===== config.mk =====
export PLATFORM = sky130hd
export DESIGN_NAME = phase3_dir_sequencer
export DESIGN_NICKNAME = d
export VERILOG_FILES = /design/src/rtl/phase3_pkg.sv /design/src/rtl/phase3_gap_timer.sv /design/src/rtl/phase3_dir_sequencer.sv
export SDC_FILE = /design/constraint.sdc
export NUM_CORES = 1
export LEC_CHECK = 0
export CORE_MARGIN = 1.5
export CORE_UTILIZATION = 56
export CTS_BUF_LIST = sky130_fd_sc_hd__clkbuf_16
export DETAILED_ROUTE_END_ITERATION = 7
export PLACE_DENSITY = 0.78
export SYNTH_ARGS = -nofsm -noshare
export SYNTH_HDL_FRONTEND = slang
export SYNTH_SLANG_ARGS = --single-unit

===== constraint.sdc =====
create_clock -name clk -period 3.2 [get_ports clk]
set_input_delay 0.64 -clock clk [delete_from_list [all_inputs] [get_ports clk]]
set_output_delay 0.64 -clock clk [all_outputs]
set_load 0.05 [all_outputs]

===== src/rtl/phase3_pkg.sv =====
// Shared direction codes, default combination table and sequencer state encoding
// for the Phase 3 direction-combination path.
package phase3_pkg;

  localparam int DIR_W = 3;

  localparam logic [DIR_W-1:0] DIR_N  = 3'd0;
  localparam logic [DIR_W-1:0] DIR_E  = 3'd1;
  localparam logic [DIR_W-1:0] DIR_W_ = 3'd2;
  localparam logic [DIR_W-1:0] DIR_S  = 3'd3;

  localparam int unsigned DEFAULT_LEN = 5;

  // Element 0 sits in the least significant slot: N, S, E, W, N.
  localparam logic [DEFAULT_LEN-1:0][DIR_W-1:0] DEFAULT_SEQ =
    {DIR_N, DIR_W_, DIR_E, DIR_S, DIR_N};

  typedef enum logic [2:0] {
    ST_IDLE,
    ST_SEND,
    ST_GAP,
    ST_DONE,
    ST_ABORTED
  } seq_state_t;

  // Default table entry for slot i; slots past the built-in sequence reset to north.
  function automatic logic [DIR_W-1:0] default_dir(input int unsigned i);
    if (i < DEFAULT_LEN) return DEFAULT_SEQ[i[2:0]];
    return '0;
  endfunction

endpackage


===== src/rtl/phase3_gap_timer.sv =====
// Loadable down-counter that times the idle gap between direction steps.
// With GAP_CYCLES==0 no counter is built and the zero flag is constant high.
module phase3_gap_timer #(
  parameter int GAP_CYCLES = 0
) (
  input  logic clk,
  input  logic reset,
  input  logic i_load,
  input  logic i_dec,
  output logic o_zero
);

  generate
    if (GAP_CYCLES == 0) begin : g_none
      logic w_unused;
      assign w_unused = ^{clk, reset, i_load, i_dec};
      assign o_zero   = 1'b1;
    end else begin : g_cnt
      localparam int CNT_W = $clog2(GAP_CYCLES + 1);
      logic [CNT_W-1:0] r_cnt;

      // Loaded with GAP_CYCLES-1 so the final gap cycle is the one that sees zero.
      always_ff @(posedge clk) begin
        if (!reset) begin
          r_cnt <= '0;
        end else if (i_load) begin
          r_cnt <= CNT_W'(GAP_CYCLES - 1);
        end else if (i_dec && (r_cnt != '0)) begin
          r_cnt <= r_cnt - CNT_W'(1);
        end
      end

      assign o_zero = (r_cnt == '0);
    end
  endgenerate

endmodule


===== src/rtl/phase3_dir_sequencer.sv =====
// Plays a programmable table of direction codes, one per valid/ready handshake, into the Phase 3 checker.
// Optional macro DIR_PARITY_EN adds a registered odd-parity output alongside dir_out.
module phase3_dir_sequencer #(
  parameter int SEQ_LEN    = 5,
  parameter int DIR_W      = 3,
  parameter int GAP_CYCLES = 0,
  parameter int IDX_W      = 3
) (
  input  logic             clk,
  input  logic             reset,
  input  logic             start,
  input  logic             abort,
  input  logic             cfg_we,
  input  logic [IDX_W-1:0] cfg_addr,
  input  logic [DIR_W-1:0] cfg_dir,
  output logic [DIR_W-1:0] dir_out,
  output logic             dir_valid,
  input  logic             dir_ready,
  output logic             busy,
  output logic             seq_done,
  output logic             seq_aborted
`ifdef DIR_PARITY_EN
  ,
  output logic             dir_parity
`endif
);
  import phase3_pkg::*;

  localparam logic [IDX_W-1:0] LAST_IDX = IDX_W'(SEQ_LEN - 1);

  seq_state_t       r_state;
  logic [IDX_W-1:0] r_idx;
  logic [DIR_W-1:0] r_table [SEQ_LEN];
  logic [DIR_W-1:0] r_dir_out;
  logic             r_dir_valid;
  logic             r_busy;
  logic             r_done;
  logic             r_aborted;

  logic             w_idle_like;
  logic             w_go;
  logic             w_hs;
  logic             w_last;
  logic             w_adv;
  logic             w_cfg_wr;
  logic [IDX_W-1:0] w_nxt_idx;
  logic [DIR_W-1:0] w_tbl0;
  logic [DIR_W-1:0] w_dir_new;
  logic             w_dir_load;
  logic             w_gap_zero;

  assign w_idle_like = (r_state == ST_IDLE) || (r_state == ST_DONE) || (r_state == ST_ABORTED);
  assign w_go        = w_idle_like && start && !abort;
  assign w_hs        = (r_state == ST_SEND) && r_dir_valid && dir_ready && !abort;
  assign w_last      = (r_idx == LAST_IDX);
  assign w_adv       = w_hs && !w_last;
  assign w_cfg_wr    = cfg_we && !r_busy && (int'(cfg_addr) < SEQ_LEN);
  assign w_nxt_idx   = w_last ? r_idx : r_idx + IDX_W'(1);

  // A table write landing with start must be visible in the first presented code.
  assign w_tbl0      = (w_cfg_wr && (cfg_addr == '0)) ? cfg_dir : r_table[0];
  assign w_dir_new   = w_go ? w_tbl0 : r_table[w_nxt_idx];
  assign w_dir_load  = w_go || w_adv;

  phase3_gap_timer #(
    .GAP_CYCLES (GAP_CYCLES)
  ) u_gap_timer (
    .clk    (clk),
    .reset  (reset),
    .i_load (w_adv),
    .i_dec  (r_state == ST_GAP),
    .o_zero (w_gap_zero)
  );

  always_ff @(posedge clk) begin
    if (!reset) begin
      r_state     <= ST_IDLE;
      r_idx       <= '0;
      r_dir_out   <= '0;
      r_dir_valid <= 1'b0;
      r_busy      <= 1'b0;
      r_done      <= 1'b0;
      r_aborted   <= 1'b0;
      for (int i = 0; i < SEQ_LEN; i++) r_table[i] <= DIR_W'(default_dir(i));
    end else begin
      if (w_cfg_wr) r_table[cfg_addr] <= cfg_dir;
      if (w_dir_load) r_dir_out <= w_dir_new;

      case (r_state)
        ST_SEND, ST_GAP: begin
          // Abort wins over a handshake in the same cycle; that step is dropped.
          if (abort) begin
            r_state     <= ST_ABORTED;
            r_dir_valid <= 1'b0;
            r_busy      <= 1'b0;
            r_aborted   <= 1'b1;
          end else if (r_state == ST_GAP) begin
            if (w_gap_zero) begin
              r_state     <= ST_SEND;
              r_dir_valid <= 1'b1;
            end
          end else if (w_hs) begin
            if (w_last) begin
              r_state     <= ST_DONE;
              r_dir_valid <= 1'b0;
              r_busy      <= 1'b0;
              r_done      <= 1'b1;
            end else begin
              r_idx <= w_nxt_idx;
              if (GAP_CYCLES != 0) begin
                r_state     <= ST_GAP;
                r_dir_valid <= 1'b0;
              end
            end
          end
        end
        default: begin
          if (w_go) begin
            r_state     <= ST_SEND;
            r_idx       <= '0;
            r_dir_valid <= 1'b1;
            r_busy      <= 1'b1;
            r_done      <= 1'b0;
            r_aborted   <= 1'b0;
          end
        end
      endcase
    end
  end

  assign dir_out     = r_dir_out;
  assign dir_valid   = r_dir_valid;
  assign busy        = r_busy;
  assign seq_done    = r_done;
  assign seq_aborted = r_aborted;

`ifdef DIR_PARITY_EN
  logic r_parity;

  always_ff @(posedge clk) begin
    if (!reset) begin
      r_parity <= 1'b1;
    end else if (w_dir_load) begin
      r_parity <= ~^w_dir_new;
    end
  end

  assign dir_parity = r_parity;
`endif

endmodule


Word-level counts from Yosys, hierarchy flattened --
Memory sizes are Yosys's and may differ from the RTL's. Index checks and enable logic that the tools add are counted.
Storage, ports and cells: bits in registers 13, RAM bits 15, bits of input ports 12, output and inout bits 7, logic and storage cells 98, memories kept 1
Cells by class: add/subtract/negate cells 1, order comparisons 1, eq/ne operators 16, muxes and demuxes 47, reductions and logical operators 25
Memory list:
- r_table | words 5, width 3, read ports 2, clocked after Yosys merged registers in 0, wr ports 5, line phase3_dir_sequencer.sv:33 | logic [DIR_W-1:0] r_table [SEQ_LEN];
Operators with widths (count):
- 3-bit two-way mux | 21
- 1-bit two-way mux | 24
- 2-bit inequality test, second input constant | 6
- 5-bit AND reduction | 2
- 1-bit logical AND | 9
- 3-bit inequality test, second input constant | 3
- 4-bit by 3-bit inequality test with 1-bit output, second input constant | 2
- 3-bit by 2-bit == test with 1-bit output, second input constant | 2
- 3-bit == test, second input constant | 2
- 3-bit zero test | 2
- 2-bit two-way mux | 2
- 4-bit AND reduction | 1
- 3-bit by 1-bit adder with 3-bit output, second input constant | 1
- 3-bit by 1-bit == test with 1-bit output, second input constant | 1
- 1-bit zero test | 3
- 1-bit logical OR | 3
- 3-bit less-than comparator, second input constant | 1
- 3-bit AND reduction | 1
- 3-bit OR reduction | 1
- 2-bit AND reduction | 1
- 2-bit nonzero test | 1
- 2-bit OR reduction | 1

Longest topological paths before layout --
Gate-level depths: netlist (run 1).
word-level depth 8, depth in mapped cells 9, mapped depth without buffers 7

Cells and area by module --
Synthesis (run 1) repeated with hierarchy kept, for this count alone.
Second synthesis, totals: cells, all modules 179, area total of the unflattened synthesis 1949.4 um^2
By module, submodules not included:
- phase3_dir_sequencer | instances 1, cells each 177, area an instance 1938.1 um^2, sequential area each 980.9 um^2
- phase3_gap_timer | instances 1, cells each 2, area an instance 11.3 um^2, sequential area each 0.0 um^2

Least setup slack after synthesis (run 1) --
OpenSTA, ideal clock, no wires.
kind register to register, start point register r_idx[0], end point register r_dir_out[0], in the netlist dir_out[0], library setup time 0.122 ns, arrival time 2.134 ns, data required time 3.078 ns, slack 0.943 ns, cell stages (with the launch flop) 8, buffers on the path 2, clock period less this slack 2.257 ns, cell sequence dfxtp_1 -> clkbuf_1 -> inv_1 -> ha_1 -> buf_1 -> mux4_2 -> o221ai_1 -> nor3_1
Between the ends: longest elaborated chain between the ends 4, elaborated cells between the ends (all ways) 8, classes of those cells add/sub (1); eq/ne (1); mux (2); reduce/logical (3); memory (1)
RTL lines:
- start, declared | line phase3_dir_sequencer.sv:32 | logic [IDX_W-1:0] r_idx;
- start signal, assigned | line phase3_dir_sequencer.sv:109 | r_idx <= w_nxt_idx;
- 3-bit by 1-bit adder with 3-bit output or 3-bit == test (tied branches) | line phase3_dir_sequencer.sv:58, phase3_dir_sequencer.sv:55
- 3-bit two-way mux or 1-bit zero test (tied branches) | line phase3_dir_sequencer.sv:58, phase3_dir_sequencer.sv:56
- memory read 5 x 3 bit or 1-bit logical AND (tied branches)
- 3-bit two-way mux or 1-bit logical OR (tied branches) | line phase3_dir_sequencer.sv:62, phase3_dir_sequencer.sv:63
- end signal, assigned | line phase3_dir_sequencer.sv:87 | if (w_dir_load) r_dir_out <= w_dir_new;
- end, declared | line phase3_dir_sequencer.sv:34 | logic [DIR_W-1:0] r_dir_out;
Parallel ways exist; a longest one is shown, timed or not. A chain may end at the register's enable or synchronous reset.

Final worst setup path (run 1) --
start point register r_idx[0], end point register r_dir_out[1], in the netlist dir_out[1]
Same word-level chain as after synthesis.

==> results of run 1 <==
-- state kept, by name, summed over array words and instances, names as in the netlist --
name	count
r_idx	3
dir_out	3
dir_valid	1
seq_aborted	1
busy	1
r_state	3
seq_done	1
r_table	24
-- stage by stage --
| stage | hold WS, ns | cell area, µm² | worst slack [ns] | util | std cells |
|---|---|---|---|---|---|
| 2_1_floorplan | 0.594 | 1980 | 0.943 | - | 181 |
| 3_3_place_gp | 0.462 | 2170 | 0.837 | 0.651 | 237 |
| 3_5_place_dp | 0.472 | 2170 | 0.738 | 0.651 | 237 |
| 4_1_cts | 0.486 | 2330 | 0.856 | 0.699 | 245 |
| 5_1_grt | 0.516 | 2330 | 0.691 | 0.699 | 245 |
| 6_report | 0.480 | 2330 | 0.893 | 0.699 | 245 |
-- routing by layer --
layer  track usage  vias up
met4         0.112        0
met1         0.322      672
li1              -      681
met3        0.0745        5
met5             0        -
met2         0.360       24
-- Yosys cell counts, drive strengths merged, types with 2 or more instances --
| library cell | instances |
|---|---|
| a211oi | 2 |
| a21boi | 4 |
| a21oi | 6 |
| a2bb2oi | 2 |
| a31oi | 2 |
| and2 | 13 |
| and3 | 4 |
| and3b | 3 |
| buf | 4 |
| clkbuf | 5 |
| dfxtp | 13 |
| edfxtp | 24 |
| ha | 2 |
| inv | 4 |
| mux2 | 2 |
| mux2i | 3 |
| mux4 | 4 |
| nand2 | 14 |
| nand2b | 13 |
| nand3b | 2 |
| nor2 | 6 |
| nor2b | 7 |
| nor3 | 5 |
| nor3b | 3 |
| nor4 | 2 |
| o211a | 2 |
| o21ai | 4 |
| o221ai | 2 |
-- path summary, 6_finish.rpt --
path / to / start / slack [ns]
setup / recovery: dir_out[1]$_SDFFE_PN0P_ / r_idx[0]$_SDFFE_PN0P_ / 0.89
hold / removal: seq_done$_SDFFE_PN0P_ / seq_done$_SDFFE_PN0P_ / 0.48
setup reg to reg: dir_out[1]$_SDFFE_PN0P_ / r_idx[0]$_SDFFE_PN0P_ / 0.89
hold reg to reg: seq_done$_SDFFE_PN0P_ / seq_done$_SDFFE_PN0P_ / 0.48
-- power groups by stage --
stage / clock, mW / combinational (mW) / sequential, mW
after floorplan: 0 / 0.0669 / 0.572
after global placement: 0 / 0.124 / 0.559
after detailed placement: 0 / 0.128 / 0.560
after CTS: 0.529 / 0.129 / 0.550
after global routing: 0.551 / 0.141 / 0.553
final: 0.519 / 0.129 / 0.550
-- area by class of cell --
cell class / instances / area (µm²) / share of cell area
Clock buffer: 6 / 150 / 0.0643
Multi-Input combinational cell: 131 / 931 / 0.399
Tap cell: 46 / 57.6 / 0.0247
Sequential cell: 37 / 981 / 0.420
Timing Repair Buffer: 19 / 188 / 0.0804
Clock inverter: 2 / 11.3 / 0.00483
Inverter: 4 / 15.0 / 0.00643
-- worst reg2reg max path, stage by stage, from the launching register on --
cell	delay, ns
dfxtp_1	0.65
inv_1	0.10
ha_1	0.57
mux4_2	0.57
o221ai_1	0.21
nor3_1	0.09
-- logic make-up (layout without fill, tap and decap cells) --
group | Yosys count | count (layout) | share of synthesized area
AOI/OAI and AO/OA | 34 | 34 | 0.131
xor gates and xnor gates | 1 | 1 | 0.00836
adders and majority gates | 2 | 2 | 0.0129
buffers and inverters | 13 | 31 | 0.0334
DFF | 37 | 37 | 0.504
muxes | 9 | 9 | 0.0733
other | 1 | 9 | 0.00193
and+or+nand+nor | 76 | 76 | 0.235
==> metrics.md, run 1 <==
| Metric | Value |
|---|---|
| GRT Resource Usage Total | `0.241` |
| Routed wl met3 | `145 µm` |
| Initial antenna violation count | `0` |
| Measured slew at the worst slew-check pin | `about 0.60 ns` |
| Met2 WL | `1.89 mm` |
| Pwr Density | `roughly 510 mW/mm²` |
| P_sw | `0.276 mW` |
| Initial DRC Count | `between 70 and 80` |
| Final setup TNS | `0 ns` |
| # IOs | `19` |
| Grt total ovfl | `0` |
| Slew margin rel. | `0.595` |
| Wl on met1 | `around 1.8 mm` |
| Die area | `~0.0038 mm²` |
| 1st-pass router iterations | `5` |
| Part of the power in the clock network | `0.433` |
| Synth Instances | `173` |
| Hold depth | `2` |
| Layout Area Growth over Synthesis | `19.9%` |
| DRT Wirelength | `3.90 mm` |
| Fin nets | `212` |
| Worst-Skew Late Latency | `roughly 0.28 ns` |
| Largest area contributor in the netlist | `edfxtp_1` |
| Largest cells by area after synthesis | `edfxtp_1, dfxtp_1, mux4_2` |
| Final Max Tran Viols | `0` |
| Arrival time at the worst endpoint | `around 2.5 ns` |
| Routability congestion estimate from global placement | `0.849` |
| Setup CP Type | `reg -> reg` |
| Buf+Inv Stages, Crit Path | `1` |
| Worst path top cell family by delay | `flip-flops` |
| Highest ir drop seen on vdd | `around 0.00054 V` |
| Register-to-Register Path Depth | `5` |
| Die W | `between 60 and 70 µm` |
| RSZ-0062 raised after global routing | `no` |
| Worst hold path class | `reg -> reg` |
| Sw frac | `0.230` |
| Critical path depth | `5` |
| Die height | `between 60 and 70 µm` |
| Yosys warning count | `0` |
| Setup Fix Bufs, Post-CTS | `0` |
| Crit-path max FO | `14` |
| CP Data Required Time | `between 3 and 4 ns` |
| CP endpoint kind | `flip-flop` |
| CTS root buffer | `clkbuf_16` |
| Max H-tree Level | `2` |
| FMAX | `between 400 and 500 MHz` |
| Final min period | `~2.3 ns` |
| Critical Path Max Stage Delay | `~0.65 ns` |
| Vias in the first global route | `about 1,300` |
| Logic pwr share | `0.108` |
| Core Footprint | `between 0.003 and 0.004 mm²` |
| Initial Utilization | `0.583` |
| Share of cells above drive strength 1 | `0.101` |
| Reg power frac | `0.459` |
| Commonest non-fill, non-tap cell in the layout | `edfxtp_1` |
| I/O Buffers | `18` |
| N_diodes | `0` |
| Leakage | `0.857 nW` |
| Overall power | `1.20 mW` |
| Clock buffer depth | `2` |
| Cell Area, Synth | `just under 0.002 mm²` |
| # rows | `21` |
| Post-synth top flop | `edfxtp_1` |
| Synth unique cells | `52` |
| Post-route ant nets | `0` |
| Hold Buf Count CTS | `0` |
| Most frequent cells in the layout | `edfxtp_1, clkdlybuf4s50_1, nand2_1` |
| WL/cell | `around 16 µm` |
| Via Count | `roughly 1,400` |
| Filler instances | `approximately 260` |
| Internal power | `between 0.9 and 1 mW` |
| Clock skew | `0.00449 ns` |
| Final Hold Fails | `0` |
| Worst path slowest cell | `dfxtp_1` |
| Vias/cell | `~5.6` |
| Crit share post-route | `0.721` |
| Setup violators final | `0` |
| Sequential area share after synthesis | `0.504` |
| Outcome | `finished, final reports clean` |
| Max cap viols | `0` |
| Final HPWL DP | `between 2 and 3 mm` |
| Critical Path Start Type | `flip-flop` |
| Synthesis-stage register bit count | `37` |
| Reg clk slew, reported paths | `0.06 ns` |
| Max layer used | `met4` |
| Crit-path cells | `inv_1 > ha_1 > mux4_2 > o221ai_1 > nor3_1` |
| Synth top area share | `0.370` |
| # clock sinks | `37` |
| Largest net degree at the start of global routing | `15` |
| First-pass GRT wire length | `between 6 and 7 mm` |
| Ys async rst share | `0` |
| Syn Area/Cell | `~11 µm²` |
| TritonCTS Buffers | `5` |
| CTS tree | `yes` |
| Post_cts resized | `0` |
| Post-synth EDFFs | `24` |
| Drt drc | `0` |
No activity file was read; power rests on OpenSTA's default activity.
==> run 2, diff against run 1 <==
--- a/config.mk
+++ b/config.mk
@@ -6,10 +6,10 @@
 export NUM_CORES = 1
 export LEC_CHECK = 0
 export CORE_MARGIN = 1.5
-export CORE_UTILIZATION = 56
+export CORE_UTILIZATION = 51
 export CTS_BUF_LIST = sky130_fd_sc_hd__clkbuf_16
 export DETAILED_ROUTE_END_ITERATION = 7
-export PLACE_DENSITY = 0.78
+export PLACE_DENSITY = 0.75
 export SYNTH_ARGS = -nofsm -noshare
 export SYNTH_HDL_FRONTEND = slang
 export SYNTH_SLANG_ARGS = --single-unit
==> constraint.sdc (replaced) <==
create_clock -name clk -period 2.1 [get_ports clk]
set_input_delay 0.42 -clock clk [delete_from_list [all_inputs] [get_ports clk]]
set_output_delay 0.42 -clock clk [all_outputs]
set_load 0.05 [all_outputs]
==> metrics.md, run 2 (synthesis gave the netlist of run 1 again) <==
| Metric | Value |
|---|---|
| Logic pwr share | `0.112 (was 0.108)` |
| Multi-input gate area | `931 µm² (unchanged)` |
| Final instance area | `0.00243 mm² (was 0.00233 mm²)` |
| Highest ir drop seen on vdd | `0.000552 V (was 0.000543 V)` |
| Die area | `0.00420 mm² (was 0.00384 mm²)` |
| Filler instances | `284 (was 262)` |
| Post-route ant nets | `0 (unchanged)` |
| N_diodes | `0 (unchanged)` |
| Hold depth | `2 (unchanged)` |
| Initial antenna violation count | `0 (unchanged)` |
| Most frequent cells in the layout | `edfxtp_1, clkdlybuf4s50_1, nand2_1 (unchanged)` |
| Max H-tree Level | `2 (unchanged)` |
| Vias in the first global route | `1,439 (was 1,331)` |
| Die height | `64.8 µm (was 62.0 µm)` |
| Met2 GRT Util | `0.379 (was 0.360)` |
| Final Max Tran Viols | `0 (unchanged)` |
| FMAX | `526 MHz (was 433 MHz)` |
| Worst-Skew Late Latency | `0.28 ns (about the same)` |
| CP endpoint kind | `flip-flop (unchanged)` |
| Core Footprint | `0.00366 mm² (was 0.00334 mm²)` |
| Reg-to-Reg End | `dir_out[1]$_SDFFE_PN0P_ (unchanged)` |
| Part of the power in the clock network | `0.448 (was 0.433)` |
| FF+latch area | `981 µm² (unchanged)` |
| Vias/cell | `5.50 (was 5.64)` |
| Final worst slack | `0.198 ns (was 0.893 ns)` |
| # rows | `22 (was 21)` |
| Final min period | `1.90 ns (was 2.31 ns)` |
| Hold_sp | `seq_aborted$_SDFFE_PN0P_ (was seq_done$_SDFFE_PN0P_)` |
| CTS root buffer | `clkbuf_16 (unchanged)` |
| Crit-path cells | `inv_1 > ha_1 > mux4_2 > o221ai_1 > nor3_1 (unchanged)` |
| Setup CP Type | `reg -> reg (unchanged)` |
| Fin nets | `223 (was 212)` |
| Commonest non-fill, non-tap cell in the layout | `edfxtp_1 (unchanged)` |
| Post-DP Area | `0.00226 mm² (was 0.00217 mm²)` |
| Pwr Density | `783 mW/mm² (was 514 mW/mm²)` |
| Leakage | `0.918 nW (was 0.857 nW)` |
| Worst hold path class | `reg -> reg (unchanged)` |
| Sw frac | `0.227 (was 0.230)` |
| Arrival time at the worst endpoint | `2.07 ns (was 2.47 ns)` |
| I/O Buffers | `18 (unchanged)` |
| Via Count | `1,420 (was 1,382)` |
| Measured slew at the worst slew-check pin | `0.499 ns (was 0.603 ns)` |
| GR Layer Usage met1 | `0.273 (was 0.322)` |
| Largest register by flop count | `r_table (unchanged)` |
| Placement Setup Slack | `-0.0247 ns (was 0.738 ns)` |
| CP Data Required Time | `2.27 ns (was 3.36 ns)` |
| Initial Utilization | `0.532 (was 0.583)` |
| TritonCTS Buffers | `5 (unchanged)` |
| Reg-to-Reg Start | `r_idx[1]$_SDFFE_PN0P_ (was r_idx[0]$_SDFFE_PN0P_)` |
| First-pass GRT wire length | `6.83 mm (was 6.26 mm)` |
| Critical Path Start Type | `flip-flop (unchanged)` |
| Reg clk slew, reported paths | `0.06 ns (about the same)` |
| # IOs | `19 (unchanged)` |
| Hold Buf Count CTS | `0 (unchanged)` |
| Final HPWL DP | `3.10 mm (was 2.86 mm)` |
| Clock skew | `0.00466 ns (was 0.00449 ns)` |
| Outcome | `finished, final reports clean (unchanged)` |
| Setup violators final | `0 (unchanged)` |
| # clock sinks | `37 (unchanged)` |
| Reg power frac | `0.440 (was 0.459)` |
| Layout Area Growth over Synthesis | `24.7% (was 19.9%)` |
| M3 GR Usage | `0.0451 (was 0.0745)` |
| Final Hold Fails | `0 (unchanged)` |
| Crit share post-route | `0.906 (was 0.721)` |
| Die W | `64.8 µm (was 62.0 µm)` |
| Share of cells above drive strength 1 | `0.152 (was 0.101)` |
| CTS tree | `yes (unchanged)` |
| Reg-to-reg slack, setup | `0.20 ns (was 0.89 ns)` |
| GRT Resource Usage Total | `0.221 (was 0.241)` |
| Slew margin rel. | `0.666 (was 0.595)` |
| Largest net degree at the start of global routing | `20 (was 15)` |
| Initial DRC Count | `130 (was 78)` |
| Worst path slowest cell | `mux4_2 (was dfxtp_1)` |
| DRT Wirelength | `4.16 mm (was 3.90 mm)` |
| 1st-pass router iterations | `4 (was 5)` |
| Drt drc | `0 (unchanged)` |
| Hold Path Sink | `seq_aborted$_SDFFE_PN0P_ (was seq_done$_SDFFE_PN0P_)` |
| Max cap viols | `0 (unchanged)` |
| RSZ-0062 raised after global routing | `no (unchanged)` |
| Crit-path max FO | `9 (was 14)` |
| WL/cell | `16.1 µm (was 15.9 µm)` |
| Register-to-Register Path Depth | `5 (unchanged)` |
| Routability congestion estimate from global placement | `0.860 (was 0.849)` |
| Internal power | `1.47 mW (was 0.923 mW)` |
| Grt total ovfl | `0 (unchanged)` |
| Largest register FFs | `24 (unchanged)` |
| Critical Path Max Stage Delay | `0.56 ns (was 0.65 ns)` |
| Clock buffer depth | `2 (unchanged)` |
| GRT Max-Usage Layer | `met2 (unchanged)` |
| P_sw | `0.431 mW (was 0.276 mW)` |
| Min Hold Slack | `0.466 ns (was 0.480 ns)` |
==> run 2: worst max-delay path by stage <==
stage                     slack [ns]                       to             startpoint
after global routing            0.05  dir_out[2]$_SDFFE_PN0P_  r_idx[0]$_SDFFE_PN0P_
after global placement          0.05  dir_out[1]$_SDFFE_PN0P_                 cfg_we
after floorplan                0.008    r_idx[0]$_SDFFE_PN0P_  r_idx[0]$_SDFFE_PN0P_
after CTS                       0.15  dir_out[2]$_SDFFE_PN0P_  r_idx[0]$_SDFFE_PN0P_
after detailed placement       -0.02  dir_out[1]$_SDFFE_PN0P_                 cfg_we
final                           0.20  dir_out[1]$_SDFFE_PN0P_  r_idx[1]$_SDFFE_PN0P_
==> run 2: per-layer routing <==
layer	share of wire	up-vias
li1	-	702
met1	0.43	684
met2	0.52	26
met3	0.033	8
met4	0.018	0
met5	0	-
==> run 2: critical path: cells and delay by family (launching register included) <==
kind	cells	cell delay, ns
multiplexers	1	0.56
adder cells (fa/ha/maj)	1	0.55
flip-flops	1	0.34
AO/OA/AOI/OAI	1	0.19
AND/OR/NAND/NOR	1	0.09
buffers and inverters	1	0.06
==> run 2: power by group through the flow <==
| stage | Clock [mW] | Sequential [mW] | Combinational (mW) |
|---|---|---|---|
| after floorplan | 0 | 0.871 | 0.102 |
| after global placement | 0 | 0.849 | 0.204 |
| after detailed placement | 0 | 0.851 | 0.210 |
| after CTS | 0.862 | 0.836 | 0.212 |
| after global routing | 0.894 | 0.839 | 0.229 |
| final | 0.852 | 0.836 | 0.213 |
==> run 2: final cells by class <==
class / count / share of cell area
clock buffers: 5 / 0.0515
clock inverters: 3 / 0.0191
inverters: 4 / 0.00618
multi-input cells: 131 / 0.383
flip-flops and latches: 37 / 0.404
well taps: 48 / 0.0247
repair buffers: 30 / 0.111
==> run 2: what timing repair did <==
action                                  CTS  global route
endpoints found under the setup margin    0             1
gates resized for setup                   0             1
buffers inserted                          0             0
==> run 2: metrics by stage <==
step                 util  instances  TNS, ns  total power, mW
finish              0.663        258        0             1.90
global route        0.663        258        0             1.96
CTS                 0.663        258        0             1.91
detailed placement  0.617        250  -0.0276             1.06
global placement    0.617        250        0             1.05
floorplan               -        181        0            0.974
==> RTL edit: new RTL, settings of run 2 <==
The option `DIR_PARITY_EN` is turned on by a define.
--- a/src/rtl/phase3_dir_sequencer.sv
+++ b/src/rtl/phase3_dir_sequencer.sv
@@ -2,2 +2,4 @@
 // Optional macro DIR_PARITY_EN adds a registered odd-parity output alongside dir_out.
+`define DIR_PARITY_EN
+
 module phase3_dir_sequencer #(
Function (old outputs only; new: dir_parity): kept (Yosys induction, for registers that start in step).
==> RTL edit against run 2 <==
  * Area after synthesis rose by 4.0%
  * Non-clock buffer count rose by 20
  * First-iteration DRC count fell by 38%
  * Cell area rose by 13%
  * The flow now finishes with violations (negative setup slack)
  * Routed wire length rose by 13%
  * Sequential share of layout area fell by 3.7 points
  * Critical path depth rose by 2
  * Total power fell by 0.50%
  * Worst setup slack got worse by 0.35 ns
  * Core utilization rose by 6.9 points
  * Via count rose by 18%
  * Highest routed layer unchanged
  * Die area rose by 3.9%
  * Clock skew fell by 0.0016 ns
  * Sequential cell count rose by 1
==> RTL edit: results (changes against run 2) <==
port bufs 19 (+1); reg-to-reg endpoint dir_parity$_SDFFE_PN1P_; final wirelength 4684 um (+13%); setup TNS -0.1496 ns (-0.1496 ns); PwrDens 689.5 mW/mm2 (-12%); worst-path fanout max 7 (-2); CP endpoint kind register; CP arrival 2.44 ns (+0.37 ns); worst min-delay path startpoint dir_out[2]$_SDFFE_PN0P_; post-CTS sizing 7 (+7); Max clock buf depth 2 (unchanged); VDD IR max 0.8203 mV (+49%); largest net degree at the start of global routing 22 (+10%); Reg with most FFs r_table; DP HPWL 3484 um (+12%); Lkg Pwr 1.015 nW (+11%); YS warnings 0 (unchanged); CTS Root Cell clkbuf_16; # diodes 0 (unchanged); Worst Reg2Reg Path Length in Cells 9 (+4); RR Startpoint r_idx[0]$_SDFFE_PN0P_; r2r setup slk -0.14 ns (-0.34 ns); final net count 259 (+16%); layout cells sized above 1 0.2886 (+0.1362); DR iter-0 viols 81 (-38%); DP Worst Slack -0.5340 ns (-0.5093 ns); clock buffer count from CTS 5 (unchanged); Worst Setup SP cfg_addr[1]; Worst path max stage delay 0.58 ns (+0.02 ns); CTS clk-pin slew, worst paths 0.06 ns (about the same); vias in the first global route 1693 (+18%); first-pass detailed-route iteration total 4 (unchanged); Cell variety after synth 51 (-1.9%); clock insertion delay at the later pin of the skew report 0.28 ns (about the same); Slew headroom 0.6601 (-0.005883); top post-synthesis cells by count edfxtp_1, nand2_1, dfxtp_1, a21oi_1, nor2_1; Avg Inst Size Synth 10.83 um2 (-3.7%); status complete, but fails checks; first-pass GRT wire length 7783 um (+14%); initial antenna violation count 0 (unchanged); combinational share of power 0.158 (+0.046); setup violators final 1 (+1); failing checks negative setup slack; Worst path slowest cell or4b_4; Switching Power 0.4788 mW (+11%); sequential area share after synthesis 0.4941 (-0.009724); final worst-path setup slack -0.1496 ns (-0.3472 ns); Hold Crit Endpoint dir_out[2]$_SDFFE_PN0P_; clk_skew 0.003016 ns (-0.001641 ns); sequential power 0.865 mW (+3.5%); Final Non-Filler Cells 294 (+14%); HP Class register to register; Hold WS 0.4518 ns (-0.01390 ns); GPL Wtd Cong 0.8195 (-4.7%); Synth area leaders edfxtp_1, dfxtp_1, mux4_2; area post-placement 0.002529 mm2 (+12%); GR Util All Layers 0.2455 (+0.02438); vias per inst 5.697 (+3.5%); Post-synth EDFFs 24 (unchanged)
[RTL edit: final cells by class]
cell class                 count  area, um2
clock buffer                   5      125.1
clock inverter                 3      21.27
fill                         266       1001
inverter                       7      31.28
multi-input combinational    143       1072
sequential                    38       1007
tap                           48      60.06
timing repair buffer          50      425.4
[RTL edit: kinds of logic (layout without fill, tap and decap cells)]
family                     count (synthesis)  after routing  synth area share
other                                      1              9          0.001851
DFF                                       38             38            0.4941
and+or+nand+nor                           81             81            0.2273
buffers and inverters                     14             65           0.03150
muxes                                      9              9           0.08771
adders and majority gates                  2              2           0.01235
AOI/OAI and AO/OA                         42             42            0.1452
[RTL edit: worst max-delay path: cells and delay by family]
kind,cells,cell delay [ns]
AOI/OAI and AO/OA,4,0.85
buffers and inverters,1,0.42
and+or+nand+nor,2,0.75
[RTL edit: per-layer routing]
metal	global-route usage	share of wire
met1	0.2931	0.43
met2	0.4230	0.50
met3	0.05963	0.040
met4	0.1020	0.033
met5	0	0
